===== src/rtl/alu_pkg.sv =====
// alu_pkg: shared types for the handshaked multi-cycle ALU.
//   alu_op_t  - op-select encoding carried on ALUctrl
//   state_t   - handshake FSM states of alu_mc
//   is_div_op - true for the ops that run on the iterative divider
package alu_pkg;

   localparam int unsigned OP_W = 4;

   typedef enum logic [OP_W-1:0] {
      OpAdd = 4'd0,
      OpSub = 4'd1,
      OpMul = 4'd2,
      OpDiv = 4'd3,
      OpAbs = 4'd4,
      OpSlt = 4'd5,
      OpSeq = 4'd6,
      OpMin = 4'd7,
      OpRem = 4'd8
   } alu_op_t;

   typedef enum logic {
      StIdle = 1'b0,
      StDiv  = 1'b1
   } state_t;

   function automatic logic is_div_op(input alu_op_t op);
      return (op == OpDiv) || (op == OpRem);
   endfunction

endpackage


===== src/rtl/alu_divider.sv =====
// alu_divider: iterative unsigned restoring divider, one quotient bit per clock, MSB first.
//   clk, rst_n          - clock, asynchronous active-low reset
//   start               - latch dividend/divisor and begin (divisor must be non-zero)
//   hold                - freeze on the final step while the consumer cannot take the result
//   dividend, divisor   - operands sampled on start
//   busy                - iterating
//   done                - final step happens on this edge; quotient/remainder valid now
//   quotient, remainder - results of the step being taken this cycle
module alu_divider #(
   parameter int unsigned WIDTH = 32
) (
   input  logic             clk,
   input  logic             rst_n,
   input  logic             start,
   input  logic             hold,
   input  logic [WIDTH-1:0] dividend,
   input  logic [WIDTH-1:0] divisor,
   output logic             busy,
   output logic             done,
   output logic [WIDTH-1:0] quotient,
   output logic [WIDTH-1:0] remainder
);

   localparam int unsigned CNT_W = $clog2(WIDTH);

   logic             busy_q;
   logic [CNT_W-1:0] cnt_q;
   logic [WIDTH-1:0] quo_q;   // dividend shifts out the top, quotient bits shift in
   logic [WIDTH-1:0] rem_q;
   logic [WIDTH-1:0] dsr_q;

   logic [WIDTH:0]   shifted;
   logic [WIDTH:0]   diff;
   logic             ge;
   logic [WIDTH-1:0] rem_nxt;
   logic [WIDTH-1:0] quo_nxt;
   logic             last;
   logic             step;

   always_comb begin
      shifted = {rem_q, quo_q[WIDTH-1]};
      diff    = shifted - {1'b0, dsr_q};
      // rem_q < divisor, so shifted < 2*divisor and the borrow alone decides the bit
      ge      = ~diff[WIDTH];
      rem_nxt = ge ? diff[WIDTH-1:0] : shifted[WIDTH-1:0];
      quo_nxt = {quo_q[WIDTH-2:0], ge};
      last    = (cnt_q == '0);
      step    = busy_q && !(last && hold);
   end

   assign busy      = busy_q;
   assign done      = busy_q && last && !hold;
   assign quotient  = quo_nxt;
   assign remainder = rem_nxt;

   always_ff @(posedge clk or negedge rst_n) begin
      if (!rst_n) begin
         busy_q <= 1'b0;
         cnt_q  <= '0;
         quo_q  <= '0;
         rem_q  <= '0;
         dsr_q  <= '0;
      end else if (start) begin
         busy_q <= 1'b1;
         cnt_q  <= CNT_W'(WIDTH - 1);
         quo_q  <= dividend;
         rem_q  <= '0;
         dsr_q  <= divisor;
      end else if (step) begin
         quo_q <= quo_nxt;
         rem_q <= rem_nxt;
         if (last) begin
            busy_q <= 1'b0;
         end else begin
            cnt_q <= cnt_q - 1'b1;
         end
      end
   end

endmodule


===== src/rtl/alu_mc.sv =====
// alu_mc: handshaked ALU with single-cycle fast ops and an iterative DIV/REM.
//   clk, rst_n            - clock, asynchronous active-low reset
//   in_valid / in_ready   - upstream handshake for ALUop1, ALUop2, ALUctrl
//   out_valid / out_ready - downstream handshake for Result, EQ, div_by_zero
//   EQ                    - operand equality, only for SEQ
//   div_by_zero           - DIV/REM with ALUop2 == 0
//   busy                  - divider iterating
module alu_mc
   import alu_pkg::*;
#(
   parameter int unsigned WIDTH  = 32,
   parameter int unsigned CTRL_W = 4
) (
   input  logic              clk,
   input  logic              rst_n,
   input  logic              in_valid,
   output logic              in_ready,
   input  logic [WIDTH-1:0]  ALUop1,
   input  logic [WIDTH-1:0]  ALUop2,
   input  logic [CTRL_W-1:0] ALUctrl,
   output logic              out_valid,
   input  logic              out_ready,
   output logic [WIDTH-1:0]  Result,
   output logic              EQ,
   output logic              div_by_zero,
   output logic              busy
);

   state_t           state_q, state_d;
   logic             out_valid_q, out_valid_d;
   logic [WIDTH-1:0] res_q, res_d;
   logic             eq_q, eq_d;
   logic             dbz_q, dbz_d;
   logic             rem_sel_q, rem_sel_d;

   logic             accept;
   logic             ctrl_hi_zero;
   alu_op_t          op;
   logic [WIDTH-1:0] fast_res;
   logic             fast_eq;
   logic             fast_dbz;
   logic             div_start;
   logic             div_busy;
   logic             div_done;
   logic [WIDTH-1:0] quotient;
   logic [WIDTH-1:0] remainder;

   // Any set bit above the encoded field makes the op undefined.
   assign ctrl_hi_zero = ((ALUctrl >> OP_W) == '0);
   assign op           = alu_op_t'(OP_W'(ALUctrl));

   assign in_ready  = (state_q == StIdle) && (!out_valid_q || out_ready);
   assign accept    = in_valid && in_ready;
   assign div_start = accept && ctrl_hi_zero && is_div_op(op) && (ALUop2 != '0);

   always_comb begin
      fast_res = '0;
      fast_eq  = 1'b0;
      fast_dbz = 1'b0;
      if (ctrl_hi_zero) begin
         case (op)
            OpAdd: fast_res = ALUop1 + ALUop2;
            OpSub: fast_res = ALUop1 - ALUop2;
            OpMul: fast_res = ALUop1 * ALUop2;
            OpAbs: fast_res = {1'b0, ALUop1[WIDTH-2:0]};
            OpSlt: fast_res = (ALUop1 < ALUop2) ? WIDTH'(1) : '0;
            OpSeq: begin
               fast_eq  = (ALUop1 == ALUop2);
               fast_res = fast_eq ? WIDTH'(1) : '0;
            end
            OpMin: fast_res = (ALUop1 < ALUop2) ? ALUop1 : ALUop2;
            // Only the divide-by-zero case of DIV/REM completes on the fast path.
            OpDiv: begin
               fast_res = '1;
               fast_dbz = 1'b1;
            end
            OpRem: begin
               fast_res = ALUop1;
               fast_dbz = 1'b1;
            end
            default: fast_res = '0;
         endcase
      end
   end

   alu_divider #(
      .WIDTH (WIDTH)
   ) u_divider (
      .clk       (clk),
      .rst_n     (rst_n),
      .start     (div_start),
      .hold      (out_valid_q && !out_ready),
      .dividend  (ALUop1),
      .divisor   (ALUop2),
      .busy      (div_busy),
      .done      (div_done),
      .quotient  (quotient),
      .remainder (remainder)
   );

   always_comb begin
      state_d     = state_q;
      out_valid_d = out_valid_q && !out_ready;
      res_d       = res_q;
      eq_d        = eq_q;
      dbz_d       = dbz_q;
      rem_sel_d   = rem_sel_q;
      case (state_q)
         StIdle: begin
            if (div_start) begin
               state_d   = StDiv;
               rem_sel_d = (op == OpRem);
            end else if (accept) begin
               out_valid_d = 1'b1;
               res_d       = fast_res;
               eq_d        = fast_eq;
               dbz_d       = fast_dbz;
            end
         end
         StDiv: begin
            if (div_done) begin
               state_d     = StIdle;
               out_valid_d = 1'b1;
               res_d       = rem_sel_q ? remainder : quotient;
               eq_d        = 1'b0;
               dbz_d       = 1'b0;
            end
         end
         default: state_d = StIdle;
      endcase
   end

   always_ff @(posedge clk or negedge rst_n) begin
      if (!rst_n) begin
         state_q     <= StIdle;
         out_valid_q <= 1'b0;
         res_q       <= '0;
         eq_q        <= 1'b0;
         dbz_q       <= 1'b0;
         rem_sel_q   <= 1'b0;
      end else begin
         state_q     <= state_d;
         out_valid_q <= out_valid_d;
         res_q       <= res_d;
         eq_q        <= eq_d;
         dbz_q       <= dbz_d;
         rem_sel_q   <= rem_sel_d;
      end
   end

   assign out_valid   = out_valid_q;
   assign Result      = res_q;
   assign EQ          = eq_q;
   assign div_by_zero = dbz_q;
   assign busy        = div_busy;

endmodule


===== config.mk =====
export PLATFORM = sky130hd
export DESIGN_NAME = alu_mc
export DESIGN_NICKNAME = d
export VERILOG_FILES = /design/src/rtl/alu_pkg.sv /design/src/rtl/alu_divider.sv /design/src/rtl/alu_mc.sv
export SDC_FILE = /design/constraint.sdc
export NUM_CORES = 2
export LEC_CHECK = 0
export ABC_AREA = 1
export CELL_PAD_IN_SITES_DETAIL_PLACEMENT = 1
export CELL_PAD_IN_SITES_GLOBAL_PLACEMENT = 1
export CORE_UTILIZATION = 42
export DETAILED_ROUTE_END_ITERATION = 8
export HOLD_SLACK_MARGIN = 0.03
export PLACE_DENSITY_LB_ADDON = 0.15
export REMOVE_ABC_BUFFERS = 1
export SYNTH_ARGS = -nofsm -noshare
export SYNTH_HDL_FRONTEND = slang
export SYNTH_HIERARCHICAL = 1
export SYNTH_SLANG_ARGS = --single-unit

===== constraint.sdc =====
create_clock -name clk -period 2.55 [get_ports clk]
set_input_delay 0.51 -clock clk [delete_from_list [all_inputs] [get_ports clk]]
set_output_delay 0.51 -clock clk [all_outputs]
set_load 0.01 [all_outputs]

==> results.py, run 1 <==
metrics = {
    "clock_tree": {
        "cts.sinks": 139,
        "htree_num_levels": 4,
        "cts_root_buf": "clkbuf_16",
        "clock_path_buffers": 2,
        "cts-buffers-inserted": 17,
    },
    "placement": {
        "io_buffers": 108,
        "preCtsSetupSlack_ns": -5.08,
        "hpwl_um": 123000,
        "routabilityCongestion": 0.980,
    },
    "die": {
        "dieHeight_um": 278,
        "die_x_um": 278,
        "start_util_pct": 42.7,
        "pin_count": 109,
        "placementRows": 100,
    },
    "grt": {
        "grt-ovfl-total": 34,
        "grt_max_degree": 51,
        "grt_usage_pct": 61.4,
    },
    "logic_synthesis": {
        "yosys.area.top_type_share_pct": 25.8,
        "netlist_top_cells_count": "1362 x nand2_1, 1136 x inv_1, 411 x fa_1",
        "yosysSeqAreaShare_pct": 10.9,
        "ys_async_sr_fraction_pct": 100,
        "ys_ff_latch": 139,
        "synth_edf_count": 0,
        "synth_area_mm2": 0.0319,
        "yosys_warnings": 6,
        "postSynthCellCount": 4793,
        "ys.flop_type": "dfrtp_1",
        "yosysMostFrequentCell": "nand2_1",
        "syn_area_per_cell_um2": 6.66,
        "synthTopCellsByArea": "fa_1 26%, nand2_1 16%, inv_1 13%, dfrtp_1 11%, ha_1 8.6%",
        "synth_top_cell_by_area": "fa_1",
        "synth_cell_types": 57,
    },
    "run_status": {
        "stop_stage": "global routing (5_1_grt)",
        "firstError": "[ERROR GRT-0232] Routing congestion too high. Check the congestion heatmap in the GUI.",
        "outcome": "did not finish",
    },
    "timing": {
        "crit_endpoint": "Result[29]$_DFFE_PN0P_/D",
        "worstEpCategory": "sequential cell input",
    },
}
[metal layers]
layer  global-route usage, %  overflow
met1                    64.9         0
met2                    81.0        16
met3                    41.5         0
met4                    53.7        18
met5                    12.8         0
[repair_timing]
action                                  CTS
hold endpoints to repair                  2
gates cloned                             16
gates resized for setup                 807
hold buffers                              1
endpoints found under the setup margin  139
pin swaps                               288
buffers inserted                        117
[logic make-up after synthesis]
group / Yosys count / share of synthesized area (%)
simple gates: 2003 / 25.9
buf+inv: 1374 / 17.1
flops: 139 / 10.9
fa+ha+maj: 631 / 34.4
compound gates: 614 / 10.9
xor+xnor: 32 / 0.878
[per-stage QoR]
stage	hold WS, ns	cell area (um^2)	instances
floorplan	0.214	30800	4564
global placement	0.466	40800	6600
detailed placement	0.478	40800	6600
CTS	0.494	45200	6757
==> run 2: changes to the inputs <==
CELL_PAD_IN_SITES_DETAIL_PLACEMENT = not set   (was 1)
CELL_PAD_IN_SITES_GLOBAL_PLACEMENT = not set   (was 1)
CORE_UTILIZATION = 34   (was 42)
HOLD_SLACK_MARGIN = not set   (was 0.03)
clock period = 3.3 ns   (was 2.55 ns; I/O delays follow)
==> results.py, run 2 <==
metrics = {
    "run_status": {
        "outcome": "finished with violations",
        "failed_checks": "negative setup slack",
    },
    "critical_path": {
        "worst_ep_arrival_time_ns": 7.10,
        "crit_path_end_kind": "flop",
        "cpPeakStageDelay_ns": 0.58,
        "r2r_cells": 21,
        "critPathMaxFanout": 5,
        "r2r-start": "u_divider/quo_q[31]",
        "rrSetupSlack_ns": -0.03,
        "cp_num_cells": 28,
        "critPathSlowestCell": "fa_2",
        "cp_common_cell": "fa_1",
        "path_buf_inv": 7,
        "required_ns": 3.63,
        "startpoint_type": "input port",
        "path_class": "input port to flop",
        "path_delay_family": "adder cells",
        "timing.rr.end": "Result[28]",
    },
    "logic_synthesis": {
        "synth_edf_count": 0,
        "synth_area_mm2": 0.0319,
        "yosysSeqAreaShare_pct": 10.9,
        "netlist_top_cells_count": "1362 x nand2_1, 1136 x inv_1, 411 x fa_1",
        "ys.flop_type": "dfrtp_1",
        "synthTopCellsByArea": "fa_1 26%, nand2_1 16%, inv_1 13%, dfrtp_1 11%, ha_1 8.6%",
        "ys_ff_latch": 139,
        "yosys_warnings": 6,
        "yosysMostFrequentCell": "nand2_1",
        "synth_cell_types": 57,
        "syn_area_per_cell_um2": 6.66,
        "postSynthCellCount": 4793,
        "ys_async_sr_fraction_pct": 100,
        "yosys.area.top_type_share_pct": 25.8,
        "synth_top_cell_by_area": "fa_1",
    },
    "final_layout": {
        "layout_common_cells": "1267 x nand2_1, 1051 x inv_1, 715 x buf_4, 342 x fa_1, 246 x nor2_1",
        "antennaDiodeCount": 0,
        "area_delta_synth_final_pct": 39.1,
        "drive_above_1_share_pct": 26.7,
        "utilization_pct": 47.6,
        "mostFrequentLayoutCell": "nand2_1",
        "nNetsFinal": 6282,
    },
    "grt": {
        "grt_pass1_vias": 33800,
        "grt_usage_pct": 28.1,
        "antenna_found_initial": 1,
        "grt-ovfl-total": 0,
        "grt_pass1_wl_um": 201000,
        "grt_max_degree": 65,
    },
    "die": {
        "core_area_mm2": 0.0932,
        "start_util_pct": 34.2,
        "die_x_um": 308,
        "placementRows": 112,
        "pin_count": 109,
        "dieHeight_um": 308,
        "die-area_mm2": 0.0951,
    },
    "clock_tree": {
        "clock_path_buffers": 2,
        "htree_num_levels": 4,
        "cts-buffers-inserted": 17,
        "cts_tree": "yes",
        "clock_latency_ns": 0.45,
        "cts_root_buf": "clkbuf_16",
        "clk_pin_slew_worst_paths_ns": 0.07,
        "cts.sinks": 139,
    },
    "routing": {
        "dr.pass1.iters": 5,
        "drc_errors": 0,
        "via_per_inst": 4.80,
        "drt_iter0_markers": 2045,
        "post_drt_wl_per_cell_um": 19.4,
        "drt_wl_total_um": 133000,
        "vias": 32900,
        "ant_nets": 0,
    },
    "timing": {
        "period_minus_slack_ns": 6.77,
        "rsz0062_at_grt": "true",
        "timing.final.crit_share_pct": 205,
        "relSlewSlack_pct": 32.5,
        "max_slew.worst_pin.slew_ns": 1.01,
        "finalHoldWorstSlack_ns": 0.200,
        "hold_viol": 0,
        "fmax_ghz": 0.148,
        "setup_viol": 29,
        "finClkSkew_ns": 0.0130,
        "final.setup.worst_slack_ns": -3.47,
        "maxSlewViolCount": 0,
    },
    "placement": {
        "routabilityCongestion": 0.957,
        "io_buffers": 108,
        "hpwl_um": 111000,
        "preCtsSetupSlack_ns": -4.87,
    },
    "min_path": {
        "min_path_type": "input port to async pin",
    },
    "flow_run": {
        "drv_cap": 0,
    },
}
## run 2: worst max-delay path by stage
stage / startpoint / endpoint
finish: ALUop2[6] / Result[21]
global route: ALUop2[6] / Result[25]
CTS: ALUop2[4] / Result[20]
detailed placement: ALUop1[16] / Result[20]
global placement: ALUop2[6] / Result[20]
floorplan: ALUop1[16] / Result[23]
## run 2: cell type report
type                    count  area, um^2
fillers                  9545       48800
clock buffers              18         439
flip-flops and latches    139        3480
multi-input cells        3281       25200
repair buffers            995        9200
well taps                1254        1570
clock inverters            14         156
inverters                1145        4310
## run 2: what timing repair did
item                                    CTS  global route
cloned                                    6             4
gates resized for setup                 491           447
hold buffers                              0             0
pin swaps                               217           228
setup buffers                            79            49
endpoints found under the setup margin   32            97
## run 2: kinds of logic after synthesis
kind of cell	after synthesis	synth area share, %
AOI/OAI and AO/OA	614	10.9
xor gates and xnor gates	32	0.878
adders and majority gates	631	34.4
buffers and inverters	1374	17.1
DFF	139	10.9
and+or+nand+nor	2003	25.9
## run 2: stage by stage
step	cells	TNS, ns	cell area, um^2
after CTS	6810	-83.37	42400
after global placement	6697	-142.66	39800
after floorplan	4564	-222.66	30800
after global routing	6846	-85.39	44400
after detailed placement	6697	-142.72	39800
final	6846	-80.01	44400
## run 2: layer usage
metal  part of all wire, %  track usage [%]
met3                   4.0             1.68
met4                   3.1             7.65
met5                     0                0
met2                    49             49.1
met1                    44             37.4
Power of run 2 is not shown: default switching activity piles up to over one toggle a cycle in this logic, so the estimate is an artifact.
